[config.mk]
export PLATFORM = sky130hd
export DESIGN_NAME = pc_return_stack
export DESIGN_NICKNAME = d
export VERILOG_FILES = /design/src/rtl/pc_return_stack.sv
export SDC_FILE = /design/constraint.sdc
export NUM_CORES = 1
export LEC_CHECK = 0
export ABC_AREA = 0
export BUFFER_PORTS_ARGS = -buffer_cell sky130_fd_sc_hd__buf_4
export CAP_MARGIN = 20
export CORE_ASPECT_RATIO = 0.9
export CORE_MARGIN = 10
export CORE_UTILIZATION = 30
export CTS_CLUSTER_SIZE = 16
export DETAILED_ROUTE_END_ITERATION = 8
export MAX_ROUTING_LAYER = met4
export PLACE_DENSITY = 0.47
export REMOVE_ABC_BUFFERS = 1
export SETUP_SLACK_MARGIN = 0.5
export SKIP_CTS_REPAIR_TIMING = 1
export SYNTH_ARGS = -nofsm -noshare
export SYNTH_HDL_FRONTEND = slang
export SYNTH_SLANG_ARGS = --single-unit
[constraint.sdc]
create_clock -name clk -period 3.4 [get_ports clk]
set_input_delay 0.17 -clock clk [delete_from_list [all_inputs] [get_ports clk]]
set_output_delay 0.17 -clock clk [all_outputs]
set_load 0.02 [all_outputs]
[src/rtl/pc_return_stack.sv]
// Program counter with a hardware return-address stack. Executes the branch
// controller's next-address select and call/return push/pop each enabled cycle.
module pc_return_stack #(
    parameter int ADDR_W = 12,
    parameter int DEPTH  = 8
) (
    input  logic                       clk,
    input  logic                       rst_n,
    input  logic                       en,
    input  logic [1:0]                 addrSrc,
    input  logic                       push,
    input  logic                       pop,
    input  logic [ADDR_W-1:0]          branchAddr,
    input  logic [ADDR_W-1:0]          jumpAddr,
    output logic [ADDR_W-1:0]          pc,
    output logic [ADDR_W-1:0]          tos,
    output logic [$clog2(DEPTH):0]     sp,
    output logic                       full,
    output logic                       empty,
    output logic                       overflow,
    output logic                       underflow
);

    localparam int PTR_W = $clog2(DEPTH);
    localparam int SP_W  = PTR_W + 1;

    logic [ADDR_W-1:0] pc_r;
    logic [SP_W-1:0]   sp_r;
    logic              overflow_r;
    logic              underflow_r;
    logic [ADDR_W-1:0] stack_r [DEPTH];

    logic [ADDR_W-1:0] pc_inc_s;
    logic [ADDR_W-1:0] tos_s;
    logic [PTR_W-1:0]  top_idx_s;
    logic              empty_s;
    logic              full_s;

    logic [ADDR_W-1:0] pc_nxt_s;
    logic [SP_W-1:0]   sp_nxt_s;
    logic              overflow_nxt_s;
    logic              underflow_nxt_s;
    logic              wr_en_s;
    logic [PTR_W-1:0]  wr_idx_s;

    // Status derived from registered state only.
    always_comb begin
        pc_inc_s  = pc_r + ADDR_W'(1);
        empty_s   = (sp_r == SP_W'(0));
        full_s    = (sp_r == SP_W'(DEPTH));
        top_idx_s = PTR_W'(sp_r - SP_W'(1));
        if (empty_s) begin
            tos_s = {ADDR_W{1'b0}};
        end else begin
            tos_s = stack_r[top_idx_s];
        end
    end

    // Next PC selection and stack operation decode.
    always_comb begin
        pc_nxt_s        = pc_inc_s;
        sp_nxt_s        = sp_r;
        overflow_nxt_s  = overflow_r;
        underflow_nxt_s = underflow_r;
        wr_en_s         = 1'b0;
        wr_idx_s        = sp_r[PTR_W-1:0];

        case (addrSrc)
            2'b00: pc_nxt_s = pc_inc_s;
            2'b01: begin
                if (empty_s) begin
                    pc_nxt_s        = pc_inc_s;
                    underflow_nxt_s = 1'b1;
                end else begin
                    pc_nxt_s = tos_s;
                end
            end
            2'b10: pc_nxt_s = branchAddr;
            2'b11: pc_nxt_s = jumpAddr;
            default: pc_nxt_s = pc_inc_s;
        endcase

        // Simultaneous push/pop replaces the top entry; on an empty stack the
        // pop half is the error and the push still lands in entry 0.
        if (push && pop) begin
            wr_en_s = 1'b1;
            if (empty_s) begin
                wr_idx_s        = {PTR_W{1'b0}};
                sp_nxt_s        = SP_W'(1);
                underflow_nxt_s = 1'b1;
            end else begin
                wr_idx_s = top_idx_s;
                sp_nxt_s = sp_r;
            end
        end else if (push) begin
            if (full_s) begin
                overflow_nxt_s = 1'b1;
            end else begin
                wr_en_s  = 1'b1;
                sp_nxt_s = sp_r + SP_W'(1);
            end
        end else if (pop) begin
            if (empty_s) begin
                underflow_nxt_s = 1'b1;
            end else begin
                sp_nxt_s = sp_r - SP_W'(1);
            end
        end else begin
            sp_nxt_s = sp_r;
        end
    end

    // PC, stack pointer and sticky error flags.
    always_ff @(posedge clk) begin
        if (!rst_n) begin
            pc_r        <= {ADDR_W{1'b0}};
            sp_r        <= {SP_W{1'b0}};
            overflow_r  <= 1'b0;
            underflow_r <= 1'b0;
        end else if (en) begin
            pc_r        <= pc_nxt_s;
            sp_r        <= sp_nxt_s;
            overflow_r  <= overflow_nxt_s;
            underflow_r <= underflow_nxt_s;
        end
    end

    // Return-address storage; contents need no reset since sp gates visibility.
    always_ff @(posedge clk) begin
        if (rst_n && en && wr_en_s) begin
            stack_r[wr_idx_s] <= pc_inc_s;
        end
    end

    assign pc        = pc_r;
    assign tos       = tos_s;
    assign sp        = sp_r;
    assign full      = full_s;
    assign empty     = empty_s;
    assign overflow  = overflow_r;
    assign underflow = underflow_r;

endmodule

# Word level (Yosys, flattened, before mapping)
# Memory sizes are Yosys's and may differ from the RTL's.
# Index checks and enable logic that the tools add are counted.
dict set report op_classes {
  addsub 3
  eq_ne 7
  n_mux 22
  bitwise 1
  n_reduce_logical 8
}
# cell n
set ops {}
lappend ops {{one-hot mux 12 bit (4 select lines)} 1}
lappend ops {{two-way mux 12 bit} 2}
lappend ops {{two-way mux 4 bit} 6}
lappend ops {{adder 12 x 1 -> 12 bit, second input constant} 1}
lappend ops {{two-way mux 1 bit} 11}
lappend ops {{two-way mux 3 bit} 2}
lappend ops {{inequality test 3 x 2 -> 1 bit, second input constant} 2}
lappend ops {{AND reduction 5 bit} 1}
lappend ops {{adder 4 x 1 -> 4 bit, second input constant} 1}
lappend ops {{equality test 2 bit, second input constant} 2}
lappend ops {{equality test 4 bit, second input constant} 1}
lappend ops {{logical NOT 4 bit} 1}
lappend ops {{AND reduction 4 bit} 1}
lappend ops {{subtractor 4 x 1 -> 4 bit, second input constant} 1}
lappend ops {{logical AND 1 bit} 3}
lappend ops {{nonzero test 3 bit} 1}
lappend ops {{equality test 2 x 1 -> 1 bit, second input constant} 1}
lappend ops {{logical NOT 2 bit} 1}
lappend ops {{inequality test 2 bit, second input constant} 1}
lappend ops {{inverter 1 bit} 1}
dict set report totals {
  ff_bits 18
  ramBits 96
  inputBits 31
  out_inout_bits 32
  elab_cells 46
  mem_count 1
}
# memory depth width rd rd_ports_with_merged_regs write_ports line_no
set mem_list {}
lappend mem_list {stack_r 8 12 1 0 1 31} ;# logic [ADDR_W-1:0] stack_r [DEPTH];

# Depth between registers and ports, before layout
dict set report logic_depth {
  ltp_word 7
  mapped_depth 12
  depth_no_buf 8
}

# Worst setup path after synthesis
# OpenSTA, ideal clock, no wires.
dict set report synth_path {
  path_kind {reg-to-reg}
  startpoint {reg sp_r[0] (netlist: sp[0])}
  endpoint {mem stack_r[6][0] (enable)}
  setup_time_ns 0.380
  arrival_ns 2.653
  required_time_ns 3.020
  slack_ns 0.367
  path_stages_with_launch 12
  n_path_buf 3
  period_less_slack_ns 3.033
  path_cell_list {dfxtp_1 -> buf_6 -> clkbuf_1 -> inv_1 -> ha_1 -> or3b_1 -> buf_2 -> inv_2 -> nor3_1 -> a21o_1 -> nand2_1 -> nor2_1}
}
dict set report synth_between {
  elab_chain_len 7
  elab_cells_between_ends 11
  classes_between {add/sub: 1; eq/ne: 1; mux: 7; reduce/logical: 2}
}
# item line_no
set synth_lines {}
lappend synth_lines {{start: declaration} 28} ;# logic [SP_W-1:0] sp_r;
lappend synth_lines {{start signal: assignment} 117} ;# sp_r <= {SP_W{1'b0}};
lappend synth_lines {{start signal: assignment} 122} ;# sp_r <= sp_nxt_s;
lappend synth_lines {{equality test 4 bit} 50} ;# full_s = (sp_r == SP_W'(DEPTH));
lappend synth_lines {{two-way mux 1 bit} 96} ;# if (full_s) begin
lappend synth_lines {{two-way mux 1 bit} 95} ;# end else if (push) begin
lappend synth_lines {{two-way mux 1 bit} 85} ;# if (push && pop) begin
lappend synth_lines {{logical AND 1 bit} 130} ;# if (rst_n && en && wr_en_s) begin
lappend synth_lines {{two-way mux 1 bit} 130}
lappend synth_lines {{two-way mux 1 bit (implied by the code)} 131} ;# stack_r[wr_idx_s] <= pc_inc_s;
lappend synth_lines {{end: declaration} 31}
# Several ways; a longest one is shown, not always the timed one.

# Worst setup path after layout
dict set report layout_path {
  startpoint {reg sp_r[1] (netlist: sp[1])}
  endpoint {out tos[5]}
}
dict set report layout_between {
  elab_chain_len 3
  elab_cells_between_ends 4
  classes_between {add/sub: 1; mux: 1; reduce/logical: 1; memory: 1}
}
# item line_no
set layout_lines {}
lappend layout_lines {{subtractor 4 x 1 -> 4 bit} n/a}
lappend layout_lines {{memory read (8 x 12 bit)} n/a}
lappend layout_lines {{two-way mux 12 bit *} 52} ;# if (empty_s) begin
lappend layout_lines {{end: declaration} 16} ;# output logic [ADDR_W-1:0] tos,
# Every way passes the cells marked *; elsewhere a longest branch is shown, timed or not.

==> metrics.csv <==
metric,value,unit
status,"finished, final reports clean",
p_sw,1.29,mW
synth_commonest_cells,"edfxtp_1 (96), nor2_1 (35), nand2_1 (22)",
grt_first_pass_wirelength,22800,µm
worstReg2RegEnd,stack_r[0][2]$_DFFE_PP_,
cts_tree,yes,
insertedDiodeCount,0,
die_w,160,µm
instances_no_fill,708,
ys_seq_area_frac,0.610,
drive_above_1_share,0.288,
slew_violations,0,
syn_avg_cell_area,14.0,µm²
cts_root_buf,clkbuf_16,
cp_top_family,buffers and inverters,
p_per_area,661,mW/mm²
cp_max_fo,8,
r2r-start,sp[1]$_SDFFE_PN0P_,
totalPowerFinal,4.40,mW
io_buffers,62,
crit_buf_inv,3,
max_freq,0.364,GHz
pwr-share-comb,0.249,
ys_seq_elements,114,
grt_max_degree,36,
final_cell_area,0.00666,mm²
yosys_warnings,0,
critical_path_arrival,2.58,ns
pwr-share-clk,0.380,
setup_viol,0,
worst_slack,0.652,ns
wl_per_cell,21.4,µm
fin_tns_setup,0,ns
die_area,0.0234,mm²
yosysUniqueCellTypes,57,
ys.flop_type,edfxtp_1,
synth-edff-count,96,
dpl.hpwl,10200,µm
finalHoldViolCount,0,
synthTopCellsByArea,"edfxtp_1 (54%), dfxtp_1 (6.8%), mux4_2 (5.9%)",
ir_drop,0.000362,V
htreeDepth,4,
r2r_slack,0.81,ns
clk_pin_slew_worst_paths,0.05,ns
grt_overflow,0,
place_area,0.00608,mm²
startpoint_type,register,
slew_headroom,0.461,
p_sw_frac,0.292,
synth_cells,380,
fin_skew,0.00446,ns
fin_crit,2.75,ns
leakagePower,2.45,nW
cpMostUsedCell,buf_4,
synth_top_area_cell,edfxtp_1,
worstMarginPinSlew,0.802,ns
start_util,0.304,
dp_slack,0.879,ns
fin_crit_sh,0.808,
area_growth,25.4,%
cts.sinks,114,
rr_worst_depth,9,
viasPerCell,4.99,
routed_wl,15100,µm
dp_cells,676,
synthArstFlopShare,0,
place.gp.congestion,0.806,
clk_latency,0.41,ns
cts_inserted_buffers,17,
num_rows,46,
ant_nets,0,
worstPathRequired,3.23,ns
drc,0,
worstSetupPathType,register to output pin,
core,0.0175,mm²
synth_most_common_cell,edfxtp_1,
holdPathStages,3,
grt_usage,0.134,
p_seq_frac,0.371,
finalNetCount,489,
rsz0062_at_grt,no,
hold_path_class,primary input to register,
antenna_found_initial,0,
critical_path.slowest_cell,dfxtp_1,
endpoint_kind,output pin,
syn-cell-area,0.00532,mm²
drt-pass1-iter-count,4,
whs_endpoint,pc[1]$_SDFFE_PN0P_,
cpPeakStageDelay,0.44,ns
internal-power,3.12,mW
worstHoldStart,branchAddr[1],
synth_top_area_frac,0.542,
cap_violations,0,
clockBufferDepth,2,
first_global_vias,3662,
via_count,3536,
crit_chain,"inv_1, ha_1, xor2_4, buf_4, mux2_2, and2_1, buf_4",
pin_count,63,
drt_iter0_drc,236,
dieHeight,146,µm
sequential cells by signal, summed over array words and instances, names as in the netlist:
register,count
underflow,1
pc,12
sp,4
stack_r,96
overflow,1
metrics by stage:
step / hold slack (ns) / util
after floorplan: 0.288 / -
after global placement: 0.450 / 0.348
after detailed placement: 0.454 / 0.348
after CTS: 0.0862 / 0.380
after global routing: 0.122 / 0.381
final: 0.103 / 0.381
cell usage in the layout, fill, tap and decap left out, drive strengths merged, types with 4 or more instances in the layout:
master | Yosys | routed
a21o | 4 | 4
clkbuf | 13 | 22
nor3 | 5 | 5
dfxtp | 18 | 18
a21oi | 21 | 21
mux2i | 20 | 20
inv | 8 | 8
nand3 | 9 | 9
buf | 10 | 79
clkinv | 1 | 7
nand2 | 22 | 22
xor2 | 7 | 7
mux4 | 24 | 24
edfxtp | 96 | 96
o21ai | 21 | 21
nand2b | 9 | 9
nor2 | 35 | 35
xnor2 | 5 | 5
routing by layer:
| layer | global-route usage | share of wire |
|---|---|---|
| met1 | 0.171 | 0.47 |
| met2 | 0.205 | 0.48 |
| met3 | 0.0340 | 0.037 |
| met4 | 0.0413 | 0.0098 |
| met5 | - | 0 |
worst register-to-register path, delay by kind of cell, from the launching register on:
kind	cells	cell delay, ns
buffers and inverters	3	0.42
adder cells (fa/ha/maj)	1	0.33
AND/OR/NAND/NOR	4	0.98
flip-flops	1	0.37
AO/OA/AOI/OAI	1	0.19
power by group through the flow:
stage / sequential, mW / combinational, mW / clock [mW]
global placement: 1.66 / 1.11 / 0
floorplan: 1.71 / 0.619 / 0
global route: 1.64 / 1.19 / 1.78
CTS: 1.63 / 1.11 / 1.71
detailed placement: 1.66 / 1.11 / 0
finish: 1.63 / 1.10 / 1.67
how the worst max path moves through the flow:
| stage | from | to | depth (start not counted) |
|---|---|---|---|
| floorplan | sp[0]$_SDFFE_PN0P_ | stack_r[6][0]$_DFFE_PP_ | 8 |
| global placement | sp[1]$_SDFFE_PN0P_ | stack_r[0][9]$_DFFE_PP_ | 9 |
| detailed placement | sp[1]$_SDFFE_PN0P_ | stack_r[0][9]$_DFFE_PP_ | 9 |
| CTS | sp[1]$_SDFFE_PN0P_ | tos[5] | 7 |
| global route | sp[1]$_SDFFE_PN0P_ | tos[5] | 7 |
| finish | sp[1]$_SDFFE_PN0P_ | tos[5] | 7 |
logic make-up after synthesis:
kind of cell	synth area share
mux	0.151
compound gates	0.0899
flops	0.610
simple gates	0.0911
buf+inv	0.0299
xor+xnor	0.0212
fa+ha+maj	0.00706
final cells by class:
type | instances | area (µm²)
multi-input cells | 234 | 1920
clock inverters | 10 | 82.6
flip-flops and latches | 114 | 3240
well taps | 240 | 300
inverters | 9 | 33.8
repair buffers | 79 | 593
fillers | 1731 | 10800
clock buffers | 22 | 484
Note: power is estimated with default switching activity, not from simulation.
